## src/rtl/lsu_pkg.sv

```systemverilog
`default_nettype none
// ============================================================================
//  Module      : lsu_pkg
//  Description : Shared definitions for the data-memory load/store unit:
//                access-mode encodings, FSM state type, byte-enable base
//                masks and the access legality check.
//  Revision    : 1.0 - initial release
// ============================================================================
package lsu_pkg;

    // mem_acc_mode encodings as produced by instruction decode
    localparam logic [2:0] MEM_B    = 3'b000;
    localparam logic [2:0] MEM_H    = 3'b001;
    localparam logic [2:0] MEM_W    = 3'b010;
    localparam logic [2:0] MEM_BU   = 3'b011;
    localparam logic [2:0] MEM_HU   = 3'b100;
    localparam logic [2:0] MEM_NONE = 3'b111;

    typedef enum logic [1:0] {
        ST_IDLE = 2'd0,
        ST_REQ  = 2'd1,
        ST_WAIT = 2'd2,
        ST_DONE = 2'd3
    } lsu_state_t;

    // Byte-enable masks for lane 0; shifted up by the byte offset for stores
    localparam logic [3:0] BE_BYTE = 4'b0001;
    localparam logic [3:0] BE_HALF = 4'b0011;
    localparam logic [3:0] BE_WORD = 4'b1111;

    // 1 when the requested access may be issued on the bus
    function automatic logic access_legal(
        input logic       rd,
        input logic       wr,
        input logic [2:0] mode,
        input logic [1:0] off
    );
        logic ok;
        ok = !(rd && wr);
        case (mode)
            MEM_B:   ;
            MEM_BU:  if (wr) ok = 1'b0;
            MEM_H:   if (off[0]) ok = 1'b0;
            MEM_HU:  if (wr || off[0]) ok = 1'b0;
            MEM_W:   if (off != 2'b00) ok = 1'b0;
            default: ok = 1'b0;
        endcase
        return ok;
    endfunction

endpackage
`default_nettype wire

```

## src/rtl/mem_data_align.sv

```systemverilog
`default_nettype none
// ============================================================================
//  Module      : mem_data_align
//  Description : Combinational lane steering for the load/store unit.
//                Store side: replicates store data across lanes and builds
//                byte enables. Load side: selects the addressed byte/half of
//                the returned word and sign- or zero-extends it.
//  Ports       : i_mode      access size/sign mode
//                i_off       byte offset within the word
//                i_we        1 = store (enables lane-specific byte enables)
//                i_st_data   store data (rs2)
//                i_ld_word   word returned by memory
//                o_st_wdata  lane-replicated store data
//                o_be        byte enables
//                o_ld_data   extended load result
//  Revision    : 1.0 - initial release
// ============================================================================
module mem_data_align (
    input  logic [2:0]  i_mode,
    input  logic [1:0]  i_off,
    input  logic        i_we,
    input  logic [31:0] i_st_data,
    input  logic [31:0] i_ld_word,
    output logic [31:0] o_st_wdata,
    output logic [3:0]  o_be,
    output logic [31:0] o_ld_data
);
    import lsu_pkg::*;

    logic [7:0]  w_ld_byte;
    logic [15:0] w_ld_half;

    // Store path
    always_comb begin
        o_st_wdata = i_st_data;
        o_be       = BE_WORD;
        case (i_mode)
            MEM_B, MEM_BU: begin
                o_st_wdata = {4{i_st_data[7:0]}};
                o_be       = BE_BYTE << i_off;
            end
            MEM_H, MEM_HU: begin
                o_st_wdata = {2{i_st_data[15:0]}};
                o_be       = BE_HALF << i_off;
            end
            default: ;
        endcase
        // Loads always fetch the whole word
        if (!i_we) begin
            o_be = BE_WORD;
        end
    end

    // Load path
    always_comb begin
        case (i_off)
            2'd0:    w_ld_byte = i_ld_word[7:0];
            2'd1:    w_ld_byte = i_ld_word[15:8];
            2'd2:    w_ld_byte = i_ld_word[23:16];
            default: w_ld_byte = i_ld_word[31:24];
        endcase
        w_ld_half = i_off[1] ? i_ld_word[31:16] : i_ld_word[15:0];

        case (i_mode)
            MEM_B:   o_ld_data = {{24{w_ld_byte[7]}}, w_ld_byte};
            MEM_BU:  o_ld_data = {24'd0, w_ld_byte};
            MEM_H:   o_ld_data = {{16{w_ld_half[15]}}, w_ld_half};
            MEM_HU:  o_ld_data = {16'd0, w_ld_half};
            default: o_ld_data = i_ld_word;
        endcase
    end

endmodule
`default_nettype wire

```

## src/rtl/data_mem_lsu.sv

```systemverilog
`default_nettype none
// ============================================================================
//  Module      : data_mem_lsu
//  Description : Load/store responder between decode/ALU and a valid/ready
//                word-addressed memory bus. Stalls the core until the access
//                retires and pulses err on illegal, misaligned or timed-out
//                accesses.
//  Ports       : clk, rst                 clock, synchronous active-high reset
//                rd_en, wr_en             load / store request
//                mem_acc_mode             access size and sign mode
//                addr, wdata              byte address, store data
//                rdata                    extended load result (valid in DONE)
//                stall, err               pipeline hold, error pulse
//                req_valid/ready/we/addr/wdata/be   bus request channel
//                resp_valid, resp_rdata   bus read response
//  Revision    : 1.0 - initial release
// ============================================================================
module data_mem_lsu #(
    parameter int TIMEOUT_CYCLES = 64,
    parameter int AW             = 32
) (
    input  logic          clk,
    input  logic          rst,
    input  logic          rd_en,
    input  logic          wr_en,
    input  logic [2:0]    mem_acc_mode,
    input  logic [AW-1:0] addr,
    input  logic [31:0]   wdata,
    output logic [31:0]   rdata,
    output logic          stall,
    output logic          err,
    output logic          req_valid,
    input  logic          req_ready,
    output logic          req_we,
    output logic [AW-1:0] req_addr,
    output logic [31:0]   req_wdata,
    output logic [3:0]    req_be,
    input  logic          resp_valid,
    input  logic [31:0]   resp_rdata
);
    import lsu_pkg::*;

    localparam int              c_cnt_w    = (TIMEOUT_CYCLES > 2) ? $clog2(TIMEOUT_CYCLES) : 1;
    localparam logic [c_cnt_w-1:0] c_tmo_last = c_cnt_w'(TIMEOUT_CYCLES - 1);

    lsu_state_t           r_state;
    logic [c_cnt_w-1:0]   r_cnt;
    logic                 r_req_valid;
    logic                 r_req_we;
    logic [AW-1:0]        r_req_addr;
    logic [31:0]          r_req_wdata;
    logic [3:0]           r_req_be;
    logic [2:0]           r_mode;
    logic [1:0]           r_off;
    logic [31:0]          r_rdata;
    logic                 r_err;

    logic                 w_access;
    logic                 w_legal;
    logic                 w_idle;
    logic [2:0]           w_sel_mode;
    logic [1:0]           w_sel_off;
    logic [31:0]          w_st_wdata;
    logic [3:0]           w_st_be;
    logic [31:0]          w_ld_data;
    logic                 w_tmo;

    assign w_access = rd_en | wr_en;
    assign w_legal  = access_legal(rd_en, wr_en, mem_acc_mode, addr[1:0]);
    assign w_idle   = (r_state == ST_IDLE);
    assign w_tmo    = (r_cnt == c_tmo_last);

    // The aligner sees the live request while it is being registered in
    // IDLE, and the registered copy afterwards for extracting the load.
    assign w_sel_mode = w_idle ? mem_acc_mode : r_mode;
    assign w_sel_off  = w_idle ? addr[1:0]    : r_off;

    mem_data_align u_align (
        .i_mode     (w_sel_mode),
        .i_off      (w_sel_off),
        .i_we       (wr_en),
        .i_st_data  (wdata),
        .i_ld_word  (resp_rdata),
        .o_st_wdata (w_st_wdata),
        .o_be       (w_st_be),
        .o_ld_data  (w_ld_data)
    );

    always_ff @(posedge clk) begin
        if (rst) begin
            r_state     <= ST_IDLE;
            r_cnt       <= '0;
            r_req_valid <= 1'b0;
            r_req_we    <= 1'b0;
            r_req_addr  <= '0;
            r_req_wdata <= '0;
            r_req_be    <= '0;
            r_mode      <= MEM_NONE;
            r_off       <= 2'b00;
            r_rdata     <= '0;
            r_err       <= 1'b0;
        end else begin
            r_err <= 1'b0;
            case (r_state)
                ST_IDLE: begin
                    r_cnt <= '0;
                    if (w_access) begin
                        if (w_legal) begin
                            r_req_valid <= 1'b1;
                            r_req_we    <= wr_en;
                            r_req_addr  <= {addr[AW-1:2], 2'b00};
                            r_req_wdata <= w_st_wdata;
                            r_req_be    <= w_st_be;
                            r_mode      <= mem_acc_mode;
                            r_off       <= addr[1:0];
                            r_state     <= ST_REQ;
                        end else begin
                            r_err   <= 1'b1;
                            r_state <= ST_DONE;
                        end
                    end
                end
                ST_REQ: begin
                    r_cnt <= r_cnt + 1'b1;
                    // Completion in the final cycle wins over the timeout
                    if (req_ready && r_req_we) begin
                        r_req_valid <= 1'b0;
                        r_state     <= ST_DONE;
                    end else if (req_ready && resp_valid) begin
                        r_req_valid <= 1'b0;
                        r_rdata     <= w_ld_data;
                        r_state     <= ST_DONE;
                    end else if (w_tmo) begin
                        r_req_valid <= 1'b0;
                        r_rdata     <= '0;
                        r_err       <= 1'b1;
                        r_state     <= ST_DONE;
                    end else if (req_ready) begin
                        r_req_valid <= 1'b0;
                        r_state     <= ST_WAIT;
                    end
                end
                ST_WAIT: begin
                    r_cnt <= r_cnt + 1'b1;
                    if (resp_valid) begin
                        r_rdata <= w_ld_data;
                        r_state <= ST_DONE;
                    end else if (w_tmo) begin
                        r_rdata <= '0;
                        r_err   <= 1'b1;
                        r_state <= ST_DONE;
                    end
                end
                default: begin
                    r_cnt   <= '0;
                    r_state <= ST_IDLE;
                end
            endcase
        end
    end

    // Any access presented in IDLE holds the core, including an illegal one:
    // the core must not advance until err is reported in DONE, otherwise the
    // following instruction would arrive during DONE and be dropped.
    assign stall = ~rst & ((w_idle & w_access) |
                           (r_state == ST_REQ) |
                           (r_state == ST_WAIT));

    assign req_valid = r_req_valid & ~rst;
    assign req_we    = r_req_we;
    assign req_addr  = r_req_addr;
    assign req_wdata = r_req_wdata;
    assign req_be    = r_req_be;
    assign rdata     = r_rdata;
    assign err       = r_err;

endmodule
`default_nettype wire

```

## config.mk

```make
export PLATFORM = sky130hd
export DESIGN_NAME = data_mem_lsu
export DESIGN_NICKNAME = d
export VERILOG_FILES = /design/src/rtl/lsu_pkg.sv /design/src/rtl/mem_data_align.sv /design/src/rtl/data_mem_lsu.sv
export SDC_FILE = /design/constraint.sdc
export NUM_CORES = 1
export LEC_CHECK = 0
export BUFFER_PORTS_ARGS = -buffer_cell sky130_fd_sc_hd__buf_2
export CORE_MARGIN = 10
export CORE_UTILIZATION = 35
export DETAILED_ROUTE_END_ITERATION = 8
export GPL_TIMING_DRIVEN = 0
export SYNTH_ARGS = -nofsm -noshare
export SYNTH_HDL_FRONTEND = slang
export SYNTH_SLANG_ARGS = --single-unit
```

## constraint.sdc

```tcl
create_clock -name clk -period 5.95 [get_ports clk]
set_clock_uncertainty 0.15 [all_clocks]
set_input_delay 0 -clock clk [delete_from_list [all_inputs] [get_ports clk]]
set_output_delay 0 -clock clk [all_outputs]
set_load 0.05 [all_outputs]
```

==> impl_metrics.json <==
{
  "synth_fa_ha_area_share_pct": 1.08,
  "synth_mux_area_share_pct": 3.76,
  "syn_area_mm2": 0.00582,
  "p_int_w": 0.00206,
  "nNetsFinal": 1158,
  "io_pins": 209,
  "slew_headroom_pct": 37.7,
  "power_w": 0.00351,
  "netlist_instances": 690,
  "final_hold_viol_count": 0,
  "setup_viol": 0,
  "ys_types": 61,
  "die_w_um": 149,
  "synth_common_cells": "nand2_1, dfxtp_1, a21oi_1",
  "dp_worst_setup_slack_ns": 3.18,
  "endpoint_kind": "flop",
  "drt_iter0_drc": 398,
  "maxCapViolCount": 0,
  "first_pass_iters": 5,
  "synth-edff-count": 0,
  "ir_worst_vdd_mv": 0.255,
  "grt_pass1_wl_mm": 37.3,
  "area_growth_pct": 55.5,
  "pwr-share-comb_pct": 44.1,
  "numCtsBuffers": 17,
  "clkSinkCount": 114,
  "max_freq_mhz": 277,
  "path_clk_slew_ns": 0.05,
  "stdcell_count": 1281,
  "power_density_mw_per_mm2": 388,
  "htree_levels": 4,
  "wl_mm": 24.0,
  "hold_depth": 5,
  "avgSynthCellArea_um2": 8.43,
  "cts_tree": "done",
  "synth_seq_cells": 114,
  "worst_slew_pin_slew_ns": 0.934,
  "place_hpwl_mm": 17.1,
  "p_seq_share_pct": 27.0,
  "post_cts_buffers": 0,
  "clk_latency_ns": 0.42,
  "synthTopCellsByArea": "dfxtp_1, nand2_1, a21oi_1, a22oi_1, a221oi_2",
  "yosysWarnings": 0,
  "cts-root-buf": "clkbuf_16",
  "synth_top_family_by_area": "compound AO/OA/AOI/OAI gates",
  "drive_gt1_share_pct": 28.4,
  "core_mm2": 0.0165,
  "cts_buffer_depth": 2,
  "rsz0062_at_grt": "no",
  "cp.required_ns": 6.11,
  "worst-r2r-cell-count": 11,
  "die_h_um": 149,
  "worst_slack_ns": 2.34,
  "routed-via-count": 6726,
  "holdWs_ns": 0.0320,
  "gp_congestion": 0.868,
  "synthSimpleGateAreaFrac_pct": 17.2,
  "synth_ff_type": "dfxtp_1",
  "dpl.cell_count": 1114,
  "outcome": "finished, final reports clean",
  "port_buffers": 203,
  "post-synth-top-area-fraction_pct": 39.2,
  "grt_overflow": 0,
  "final_max_slew_viol_count": 0,
  "finalCritPeriodShare_pct": 60.7,
  "tns_ns": 0,
  "initial_core_util_pct": 35.3,
  "wire_per_inst_um": 18.7,
  "gr-usage-all-layers_pct": 21.0,
  "period_minus_slack_ns": 3.61,
  "first_global_vias": 6743,
  "critPathKind": "flop to flop",
  "seq_area_frac_synth_pct": 39.2,
  "ys_async_sr_fraction_pct": 0,
  "leakage_nw": 3.95,
  "path_max_fanout": 10,
  "hold_class": "input port to flop",
  "antenna_found_initial": 2,
  "power.share.clock_pct": 28.9,
  "yosys.area.top_type": "dfxtp_1",
  "die-area_mm2": 0.0222,
  "power_switching_w": 0.00145,
  "cp.arrival_ns": 3.77,
  "synth_xor_area_share_pct": 1.05,
  "grt_max_degree": 17,
  "startpoint_type": "flop",
  "final.fill_count": 1575,
  "fp-row-count": 47,
  "route.detailed.drc": 0,
  "yosysMostFrequentCell": "nand2_1",
  "viasPerCell": 5.25,
  "swShare_pct": 41.2,
  "antenna_left": 0,
  "synth_compound_area_share_pct": 30.2
}
[routing by layer]
| metal | routed length, µm | global-route usage, % | share of wire (%) | vias to the layer above |
|---|---|---|---|---|
| met5 | 0 | 0 | 0 | - |
| met4 | 499 | 6.67 | 2.1 | 0 |
| met3 | 1970 | 6.19 | 8.2 | 31 |
| met2 | 11500 | 34.8 | 48 | 284 |
| met1 | 10100 | 25.6 | 42 | 3187 |
| li1 | - | - | - | 3224 |
[power by group through the flow]
| stage | Sequential, W | Combinational (W) | Clock (W) |
|---|---|---|---|
| after CTS | 0.000946 | 0.00153 | 0.00103 |
| after detailed placement | 0.000960 | 0.00142 | 0 |
| after floorplan | 0.00129 | 0.000715 | 0 |
| after global placement | 0.000959 | 0.00142 | 0 |
| after global routing | 0.000962 | 0.00166 | 0.00106 |
| final | 0.000949 | 0.00155 | 0.00101 |
[through the flow]
step / cell area (µm²) / util, %
after floorplan: 5820 / -
after global placement: 7110 / 43.2
after detailed placement: 7110 / 43.2
after CTS: 9050 / 54.9
after global routing: 9050 / 55.0
final: 9050 / 55.0
[worst max-delay path: stages (launching register included)]
cell and delay, ns:
dfxtp_1 0.38, inv_1 0.08, ha_1 0.19, buf_4 0.17, buf_6 0.15, a211oi_1 0.38, nor2_2 0.19, clkbuf_1 0.28
a221oi_1 0.33, dlygate4sd3_1 0.59, a21oi_1 0.06, dlygate4sd3_1 0.55
[layout make-up]
type / instances / area, µm² / share of cell area (%)
multi-input cells: 499 / 3110 / 34.4
plain buffers: 63 / 375 / 4.15
flip-flops and latches: 114 / 2280 / 25.2
repair buffers: 338 / 2370 / 26.2
clock buffers: 25 / 505 / 5.58
inverters: 15 / 56.3 / 0.622
well taps: 220 / 275 / 3.04
clock inverters: 5 / 75.1 / 0.829
diodes: 2 / 5.00 / 0.0553
[flip-flops by register name, summed over array words and instances (netlist names), 2 cells and up]
register,cells
r_state,2
r_cnt,6
r_mode,3
r_off,2
req_addr,30
req_wdata,32
req_be,4
rdata,32
[kinds of logic (layout without fill, tap and decap cells)]
logic type | after synthesis | after routing
buffers and inverters | 78 | 446
other | 1 | 4
DFF | 114 | 114
muxes | 20 | 20
and+or+nand+nor | 237 | 237
xor gates and xnor gates | 7 | 7
AOI/OAI and AO/OA | 228 | 228
adders and majority gates | 5 | 5
[what timing repair did]
action | in CTS | in global routing
hold endpoints to repair | 106 | 0
resized for setup | 0 | 0
hold buffers | 135 | 0
[final timing paths]
path / from / endpoint / slack, ns
max: r_state[0]$_SDFFE_PP0P_ / rdata[1]$_SDFFE_PP0P_ / 2.34
min: rd_en / err$_SDFF_PP0_ / 0.03
max reg2reg: r_state[0]$_SDFFE_PP0P_ / rdata[1]$_SDFFE_PP0P_ / 2.34
min reg2reg: req_addr[4]$_SDFFE_PP0P_ / req_addr[4]$_SDFFE_PP0P_ / 0.30
[cells in the final DEF (no fill, tap or decap), drive strengths merged, types with 3 or more instances in the layout]
cell / instances
buf: 240
nand2: 150
dlygate4sd3: 135
dfxtp: 114
a21oi: 71
clkbuf: 51
nor2: 39
a22oi: 25
a311oi: 25
a221oi: 22
inv: 15
mux2i: 14
o211ai: 14
o21ai: 14
nor2b: 12
nand3: 10
o21a: 8
a211oi: 8
a32o: 7
a2111oi: 6
nand2b: 5
and3: 5
mux2: 5
o22ai: 5
ha: 5
nor3: 4
or3: 4
xor2: 4
xnor2: 3
and2: 3
a31oi: 3
a22o: 3
clkinv: 3
No activity file was read; power rests on OpenSTA's default activity.
